**src/rtl/jtag_master_pkg.sv**
```systemverilog
// Shared JTAG master types: command opcodes, TAP states
// and the IEEE 1149.1 TAP transition function.
package jtag_master_pkg;

  typedef enum logic [1:0] {
    OP_RESET   = 2'd0,
    OP_IDLE    = 2'd1,
    OP_IR_SCAN = 2'd2,
    OP_DR_SCAN = 2'd3
  } op_e;

  typedef enum logic [3:0] {
    TAP_EXIT2_DR = 4'h0,
    TAP_EXIT1_DR = 4'h1,
    TAP_SHIFT_DR = 4'h2,
    TAP_PAUSE_DR = 4'h3,
    TAP_SEL_IR   = 4'h4,
    TAP_UPD_DR   = 4'h5,
    TAP_CAP_DR   = 4'h6,
    TAP_SEL_DR   = 4'h7,
    TAP_EXIT2_IR = 4'h8,
    TAP_EXIT1_IR = 4'h9,
    TAP_SHIFT_IR = 4'hA,
    TAP_PAUSE_IR = 4'hB,
    TAP_RTI      = 4'hC,
    TAP_UPD_IR   = 4'hD,
    TAP_CAP_IR   = 4'hE,
    TAP_TLR      = 4'hF
  } tap_e;

  localparam int TLR_TMS_CNT = 5;

  function automatic tap_e tap_next(tap_e s, logic tms);
    tap_e n;
    n = s;
    unique case (s)
      TAP_TLR:      n = tms ? TAP_TLR      : TAP_RTI;
      TAP_RTI:      n = tms ? TAP_SEL_DR   : TAP_RTI;
      TAP_SEL_DR:   n = tms ? TAP_SEL_IR   : TAP_CAP_DR;
      TAP_CAP_DR:   n = tms ? TAP_EXIT1_DR : TAP_SHIFT_DR;
      TAP_SHIFT_DR: n = tms ? TAP_EXIT1_DR : TAP_SHIFT_DR;
      TAP_EXIT1_DR: n = tms ? TAP_UPD_DR   : TAP_PAUSE_DR;
      TAP_PAUSE_DR: n = tms ? TAP_EXIT2_DR : TAP_PAUSE_DR;
      TAP_EXIT2_DR: n = tms ? TAP_UPD_DR   : TAP_SHIFT_DR;
      TAP_UPD_DR:   n = tms ? TAP_SEL_DR   : TAP_RTI;
      TAP_SEL_IR:   n = tms ? TAP_TLR      : TAP_CAP_IR;
      TAP_CAP_IR:   n = tms ? TAP_EXIT1_IR : TAP_SHIFT_IR;
      TAP_SHIFT_IR: n = tms ? TAP_EXIT1_IR : TAP_SHIFT_IR;
      TAP_EXIT1_IR: n = tms ? TAP_UPD_IR   : TAP_PAUSE_IR;
      TAP_PAUSE_IR: n = tms ? TAP_EXIT2_IR : TAP_PAUSE_IR;
      TAP_EXIT2_IR: n = tms ? TAP_UPD_IR   : TAP_SHIFT_IR;
      TAP_UPD_IR:   n = tms ? TAP_SEL_DR   : TAP_RTI;
    endcase
    return n;
  endfunction

endpackage

```
**src/rtl/jtag_master_seq_tck_gen.sv**
```systemverilog
// TCK divider: half-period of div+1 clk cycles, strobes
// fire on the clk edge where tck changes.
module jtag_tck_gen
  import jtag_master_pkg::*;
#(
  parameter int DIV_W = 8
) (
  input  logic             clk,
  input  logic             rst,
  input  logic             en,
  input  logic [DIV_W-1:0] div,
  output logic             tck,
  output logic             rise_stb,
  output logic             fall_stb
);

  logic [DIV_W-1:0] cnt;
  logic             wrap;

  assign wrap     = en && (cnt == div);
  assign rise_stb = wrap && !tck;
  assign fall_stb = wrap && tck;

  always_ff @(posedge clk) begin
    if (rst || !en) begin
      cnt <= '0;
      tck <= 1'b0;
    end else if (wrap) begin
      cnt <= '0;
      tck <= ~tck;
    end else begin
      cnt <= cnt + 1'b1;
    end
  end

endmodule

```
**src/rtl/jtag_master_seq.sv**
```systemverilog
// JTAG master engine: sequences TAP navigation and scans
// from valid/ready commands, mirroring the target TAP state.
module jtag_master_seq
  import jtag_master_pkg::*;
#(
  parameter int MAX_LEN = 128,
  parameter int LEN_W   = $clog2(MAX_LEN + 1),
  parameter int DIV_W   = 8
) (
  input  logic               clk,
  input  logic               rst,
  input  logic [DIV_W-1:0]   div,
  input  logic               cmd_valid,
  output logic               cmd_ready,
  input  logic [1:0]         cmd_op,
  input  logic [LEN_W-1:0]   cmd_len,
  input  logic [MAX_LEN-1:0] cmd_data,
  output logic               rsp_valid,
  output logic [MAX_LEN-1:0] rsp_data,
  output logic               rsp_err,
  output logic [3:0]         tap_state,
  output logic               tck,
  output logic               tms,
  output logic               tdi,
  input  logic               tdo,
  output logic               trst_n
);

  localparam int IDX_W = $clog2(MAX_LEN);

  typedef enum logic [2:0] {
    S_IDLE, S_TRST, S_TLR5, S_PRE,
    S_SHIFT, S_POST, S_RUN, S_DONE
  } st_e;

  st_e                st, nxt;
  logic [LEN_W-1:0]   cnt, last, len_q;
  logic [MAX_LEN-1:0] data_q, cap_q;
  logic [DIV_W-1:0]   div_q;
  logic               ir_q, err_q, synced_q;
  tap_e               tap_q;
  logic               gen_en, gen_tck;
  logic               rise_stb, fall_stb;
  logic               len0, is_scan;
  logic [IDX_W-1:0]   idx;

  assign len0    = (len_q == '0);
  assign is_scan = cmd_op[1];
  assign idx     = cnt[IDX_W-1:0];

  jtag_tck_gen #(.DIV_W(DIV_W)) u_tck (
    .clk      (clk),
    .rst      (rst),
    .en       (gen_en),
    .div      (div_q),
    .tck      (gen_tck),
    .rise_stb (rise_stb),
    .fall_stb (fall_stb)
  );

  always_comb begin
    nxt    = st;
    gen_en = 1'b0;
    last   = '0;
    tms    = 1'b1;
    tdi    = 1'b0;
    unique case (st)
      S_IDLE: begin
        if (cmd_valid) begin
          if (cmd_op == OP_RESET)
            nxt = S_TRST;
          else if (cmd_op == OP_IDLE)
            nxt = (cmd_len == '0) ? S_DONE : S_RUN;
          else
            nxt = synced_q ? S_PRE : S_DONE;
        end
      end
      S_TRST: begin
        gen_en = 1'b1;
        if (fall_stb) nxt = S_TLR5;
      end
      S_TLR5: begin
        gen_en = 1'b1;
        last   = LEN_W'(TLR_TMS_CNT);
        tms    = cnt < last;
        if (fall_stb && cnt == last) nxt = S_DONE;
      end
      S_RUN: begin
        gen_en = 1'b1;
        last   = len_q - 1'b1;
        tms    = 1'b0;
        if (fall_stb && cnt == last) nxt = S_DONE;
      end
      S_PRE: begin
        // zero-length scans stop at Capture and leave via Exit1
        gen_en = 1'b1;
        if (ir_q) last = len0 ? LEN_W'(2) : LEN_W'(3);
        else      last = len0 ? LEN_W'(1) : LEN_W'(2);
        tms = ir_q ? (cnt < LEN_W'(2)) : (cnt == '0);
        if (fall_stb && cnt == last) nxt = S_SHIFT;
      end
      S_SHIFT: begin
        gen_en = 1'b1;
        last   = len0 ? '0 : len_q - 1'b1;
        tms    = (cnt == last);
        tdi    = !len0 && data_q[idx];
        if (fall_stb && cnt == last) nxt = S_POST;
      end
      S_POST: begin
        gen_en = 1'b1;
        last   = LEN_W'(1);
        tms    = (cnt == '0);
        if (fall_stb && cnt == last) nxt = S_DONE;
      end
      S_DONE: nxt = S_IDLE;
    endcase
  end

  always_ff @(posedge clk) begin
    if (rst) begin
      st       <= S_IDLE;
      cnt      <= '0;
      len_q    <= '0;
      data_q   <= '0;
      cap_q    <= '0;
      div_q    <= '0;
      ir_q     <= 1'b0;
      err_q    <= 1'b0;
      synced_q <= 1'b0;
      tap_q    <= TAP_TLR;
    end else begin
      st <= nxt;
      if (fall_stb)
        cnt <= (cnt == last) ? '0 : cnt + 1'b1;
      if (st == S_IDLE && cmd_valid) begin
        div_q  <= div;
        data_q <= cmd_data;
        cap_q  <= '0;
        ir_q   <= (cmd_op == OP_IR_SCAN);
        err_q  <= is_scan && !synced_q;
        if (is_scan && cmd_len > LEN_W'(MAX_LEN))
          len_q <= LEN_W'(MAX_LEN);
        else
          len_q <= cmd_len;
      end
      if (st == S_SHIFT && rise_stb && !len0)
        cap_q[idx] <= tdo;
      if (st == S_TRST) begin
        tap_q    <= TAP_TLR;
        synced_q <= 1'b0;
      end else if (rise_stb) begin
        tap_q <= tap_next(tap_q, tms);
      end
      if (st == S_TLR5 && nxt == S_DONE)
        synced_q <= 1'b1;
    end
  end

  assign cmd_ready = (st == S_IDLE);
  assign rsp_valid = (st == S_DONE);
  assign rsp_err   = (st == S_DONE) && err_q;
  assign rsp_data  = (st == S_DONE) ? cap_q : '0;
  assign tck       = gen_tck && (st != S_TRST);
  assign trst_n    = (st != S_TRST);
  assign tap_state = tap_q;

endmodule

```
**config.mk**
```make
export PLATFORM = sky130hd
export DESIGN_NAME = jtag_master_seq
export DESIGN_NICKNAME = d
export VERILOG_FILES = /design/src/rtl/jtag_master_pkg.sv /design/src/rtl/jtag_master_seq_tck_gen.sv /design/src/rtl/jtag_master_seq.sv
export SDC_FILE = /design/constraint.sdc
export NUM_CORES = 1
export LEC_CHECK = 0
export ABC_AREA = 1
export CORE_ASPECT_RATIO = 2
export CORE_MARGIN = 2
export CORE_UTILIZATION = 35
export DETAILED_ROUTE_END_ITERATION = 8
export SYNTH_ARGS = -nofsm -noshare
export SYNTH_HDL_FRONTEND = slang
export SYNTH_SLANG_ARGS = --single-unit
```
**constraint.sdc**
```tcl
create_clock -name clk -period 2.1 [get_ports clk]
set_input_delay 0.315 -clock clk [delete_from_list [all_inputs] [get_ports clk]]
set_output_delay 0.315 -clock clk [all_outputs]
set_load 0.03 [all_outputs]
```
# Yosys cells after proc, flatten, opt, wreduce, memory -nomap -nowiden
# Index checks and enable logic that the tools add are counted.
dict set report op_classes {
  n_eq_ne 33
  reduce_logical 36
  addsub 3
  bitwise_logic 1
  n_lt_le_gt_ge 5
  muxes 48
}
# cell count
set ops {}
lappend ops {{128-bit 2-to-1 mux} 4}
lappend ops {{128-bit bitwise mux} 1}
lappend ops {{4-bit one-hot mux with 12 select lines} 1}
lappend ops {{3-bit 2-to-1 mux} 14}
lappend ops {{8-bit equality test} 5}
lappend ops {{8-bit one-hot mux with 5 select lines} 1}
lappend ops {{4-bit equality test, second input constant} 8}
lappend ops {{8-bit 2-to-1 mux} 4}
lappend ops {{8-bit zero test} 3}
lappend ops {{3-bit one-hot mux with 8 select lines} 1}
lappend ops {{1-bit logical AND} 18}
lappend ops {{8-bit by 1-bit adder with 8-bit output, second input constant} 2}
lappend ops {{4-bit by 3-bit equality test with 1-bit output, second input constant} 4}
lappend ops {{2-bit 2-to-1 mux} 8}
lappend ops {{3-bit equality test, second input constant} 5}
lappend ops {{1-bit 2-to-1 mux} 10}
lappend ops {{4-bit by 2-bit equality test with 1-bit output, second input constant} 2}
lappend ops {{8-bit by 1-bit equality test with 1-bit output, second input constant} 1}
lappend ops {{8-bit by 3-bit equality test with 1-bit output, second input constant} 1}
lappend ops {{8-bit greater-than comparator, second input constant} 1}
lappend ops {{7-bit by 8-bit < comparator with 1-bit output, second input constant} 1}
lappend ops {{8-bit by 2-bit < comparator with 1-bit output, second input constant} 1}
lappend ops {{8-bit by 3-bit < comparator with 1-bit output, second input constant} 1}
lappend ops {{2-bit OR reduction} 4}
lappend ops {{other kinds (21)} 25}
dict set report totals {
  ff_bits 299
  in_bits 150
  out_inout_bits 139
}

# Longest topological paths before layout
dict set report logic_depth {
  ltp_word 11
  depth_mapped 19
}

# Modules after synthesis
# From an unflattened synthesis, not the netlist that was laid out.
dict set report unflattened {
  cells_unflattened 2211
  hier_area_um2 14980.6
}
# module instances cells_each seq_area_each_um2 area_each_um2
set by_module_without_submodules {}
lappend by_module_without_submodules {jtag_master_seq 1 2130 5805.6 14460.1}
lappend by_module_without_submodules {jtag_tck_gen 1 81 180.2 520.5}

# Least setup slack after synthesis
# Ideal clock, no wire load.
dict set report synth_timing {
  kind {register to output}
  startpoint {reg cnt[0]}
  endpoint {out tdi}
  path_stages_with_launch 13
  slack_ps -438
  required_ps 1785
  n_path_buf 2
  arrival_time_ps 2223
  path_cell_list {dfxtp_1 buf_2 clkinv_1 nor2_1 buf_2 a22oi_1 nand3_1 nand2_1 nand4_1 nand2_1 nand2_1 nor2_1 nor2_1}
}
dict set report synth_via {
  elab_chain_len 4
}
# item line_no
set synth_lines {}
lappend synth_lines {{start: declaration} jtag_master_seq.sv:37} ;# logic [LEN_W-1:0] cnt, last, len_q;
lappend synth_lines {{start signal: assignment} jtag_master_seq.sv:134} ;# cnt <= (cnt == last) ? '0 : cnt + 1'b1;
lappend synth_lines {{1-bit binary-select mux with 7-bit select} jtag_master_seq.sv:106} ;# tdi = !len0 && data_q[idx];
lappend synth_lines {{1-bit 2-to-1 mux (not written as such)} jtag_master_seq.sv:106}
lappend synth_lines {{1-bit logical AND} jtag_master_seq.sv:106}
lappend synth_lines {{1-bit 2-to-1 mux} jtag_master_seq.sv:67} ;# unique case (st)
lappend synth_lines {{end: declaration} jtag_master_seq.sv:24} ;# output logic tdi,
# Every way passes these cells. The select of a mux whose other input is x is not followed.

# Final worst setup path
dict set report layout_timing {
  startpoint {reg cnt[1]}
  endpoint {out tdi}
}
# The elaborated chain is that of the path after synthesis.

==> qor.yml <==
status: "finished, violations left"
failed_checks: "negative setup slack"
cts_tree: "done"
route.vias.total: 16442
start_kind: "flop"
required_ps: 1780
grt_use_met1_pct: 27.54
die_y_um: 292.3
fmax_ghz: 0.3677
final_common_cell: "dfxtp_1"
post-place-ws_ps: -224.7
fin_hold_ws_ps: 137.1
fin_nets: 2685
grt_pass1_vias: 16516
cts.htree.levels: 1
switching_share_pct: 31.82
netlist_area_sq_um: 14550
cts_buffers: 28
finalCritPeriodShare_pct: 129.5
arrival_ps: 2400
cpPeakStageDelay_ps: 380
overflow: 0
synth_cell_types: 41
critical_path_class: "reg -> out"
grt_max_degree: 130
path_max_fanout: 7
tightest_slew_ps: 829.5
dp.cells: 2961
yosys_warnings: 0
cts-root-buf: "clkbuf_16"
clockBufferDepth: 3
area_growth_pct: 64.77
seqPwrFrac_pct: 40.7
grt.total_usage_pct: 27.39
skew_ps: 11.57
n_antenna_cell: 0
fp.dieW_um: 148.2
wl_per_cell_um: 20.42
ys_ff_latch: 299
grt_util_met3_pct: 3.224
top_usage_layer: "met2"
postRouteAntennaNets: 0
drive_above_1_share_pct: 31.23
internal-power_mw: 10.56
ys_seq_area_share_pct: 41.14
irDropWorstVdd_mv: 0.6292
cp_top_family: "simple AND/OR/NAND/NOR gates"
grtUsageMet2_pct: 52.43
grt_pass1_wl_um: 92380
antenna_found_initial: 0
drc_errors: 0
min_from: "rst"
synthCells: 2109
fin_cells: 3084
drv_slew: 0
rsz0062_at_grt: "yes"
syn-mean-instance-area_sq_um: 6.899
routed_via_density: 5.331
hpwl_um: 42520
p_leak_nw: 9.311
setup_slack_ps: -619.4
combinationalPowerShare_pct: 24.6
first_pass_iters: 6
numClockSinks: 299
hold_path.class: "in -> reg"
totalWireLength_um: 62980
holdBufCountCts: 0
timing.rr.start: "div_q[6]"
hold_violations: 0
startpoint: "cnt[1]"
fp.coreArea_sq_um: 40990
crit_slowest_cell: "dfxtp_4"
port_buffers: 288
maxCapViolCount: 0
syn_nets: 2267
pwr_density_cell_nw_per_um2: 645.9
critical_path_buf_inv_count: 4
dieArea_sq_um: 43310
clock_latency_ps: 570
first_iter_violations: 1016
gp_congestion: 0.9273
rows: 105
clock_power_share_pct: 34.7
setup_viol_count_final: 253
slew_headroom_pct: 44.70
pin_count: 289
start_util_pct: 35.49
clk_pin_slew_ps: 70
final_cell_mix: "dfxtp_1, inv_1, nand2_1"
cp-end-kind: "output port"
finalCriticalPeriod_ps: 2719
path_cells: "buf_4 -> nand3_4 -> inv_2 -> buf_4 -> a22oi_1 -> nand4_1 -> nand2_1 -> nand4_1 -> nand2_1 -> nand2_2 -> nor2_4 -> nor2_4 -> buf_6"
power.switching_mw: 4.927
[power groups by stage]
| stage | Combinational [mW] | Clock, mW | Sequential (mW) |
|---|---|---|---|
| 3_5_place_dp | 3.13 | 0 | 6.41 |
| 2_1_floorplan | 1.80 | 0 | 6.36 |
| 3_3_place_gp | 3.10 | 0 | 6.41 |
| 5_1_grt | 4.12 | 5.68 | 6.35 |
| 4_1_cts | 3.38 | 5.45 | 6.30 |
| 6_report | 3.81 | 5.37 | 6.31 |
[Yosys cell counts]
library cell,n,share of area (%)
o22ai_1,160,6.9
a21oi_1,169,5.8
nand2_1,301,7.8
o21ai_0,88,3.0
ha_1,8,0.69
nor3_1,7,0.24
buf_2,9,0.31
xnor2_1,8,0.48
buf_1,11,0.28
inv_1,290,7.5
or2_1,1,0.043
a22oi_1,20,1.0
inv_2,16,0.41
nor2_2,1,0.043
o31ai_1,2,0.10
a31oi_1,1,0.043
nor2_4,1,0.077
nand3_1,174,6.0
dfxtp_1,299,41
a211oi_1,7,0.36
o21a_1,1,0.052
nand3b_1,2,0.10
clkinv_1,5,0.13
buf_6,1,0.077
o221ai_1,1,0.060
nand3_2,1,0.069
nand4_1,20,0.86
nor4_1,3,0.13
or2_2,2,0.086
o2111ai_1,1,0.060
o32ai_1,1,0.060
nor2_1,221,5.7
nand2_2,3,0.13
nand2_4,9,0.70
nor3b_1,2,0.10
xor2_1,12,0.72
clkbuf_1,120,3.1
o21bai_1,1,0.052
o211ai_1,2,0.10
and3_1,127,5.5
o21ai_1,1,0.034
[state kept, by name (all words and copies together) (netlist names)]
register   count
cap_q        128
data_q       128
cnt            8
div_q          8
len_q          8
u_tck.cnt      8
tap_state      4
st             3
err_q          1
ir_q           1
synced_q       1
u_tck.tck      1
[logic make-up after synthesis]
family / count (synthesis) / share of synthesized area [%]
AND/OR/NAND/NOR: 875 / 27.49
AO/OA/AOI/OAI: 455 / 17.68
buffers and inverters: 452 / 11.79
flip-flops: 299 / 41.14
XOR/XNOR: 20 / 1.204
adder cells (fa/ha/maj): 8 / 0.6880
[path summary, 6_finish.rpt]
path | end | slack (ps) | cells after the start
min reg2reg | data_q[46] | 460 | 2
max reg2reg | cap_q[51] | -190 | 13
max | tdi | -620 | 13
min | st[2] | 140 | 4
[cell type report]
class	instances	area (sq um)
Fill cell	3619	17020
Clock inverter	20	198.9
Multi-Input combinational cell	1358	8931
Clock buffer	32	767.0
Sequential cell	299	6020
Tap cell	535	669.4
Timing Repair inverter	1	8.758
Inverter	311	1292
Timing Repair Buffer	528	6085
[metrics by stage]
| stage | setup TNS (ps) | area [sq um] | power [mW] | util [%] |
|---|---|---|---|---|
| floorplan | -66.36 | 14620 | 8.163 | - |
| global route | -65090 | 23970 | 16.15 | 58.48 |
| global placement | -828.6 | 19200 | 9.514 | 46.85 |
| finish | -41380 | 23970 | 15.48 | 58.48 |
| detailed placement | -3785 | 19200 | 9.547 | 46.85 |
| CTS | -25310 | 22790 | 15.13 | 55.60 |
[metal layers]
metal	routed length (um)	share of wire, %
met5	0	0
met4	4564	7.2
met3	3209	5.1
met2	34210	54
met1	20990	33
[worst min-delay path, delay by kind of cell]
family	cells	cell delay [ps]
and+or+nand+nor	1	100
buffers and inverters	3	260
[what timing repair did]
action                     in CTS  in global routing
cloned                         23                  4
setup buffers                  31                 35
resized for setup             494                289
pin swaps                      28                161
setup endpoints to repair     242                257
(Power assumes the default switching activity.)
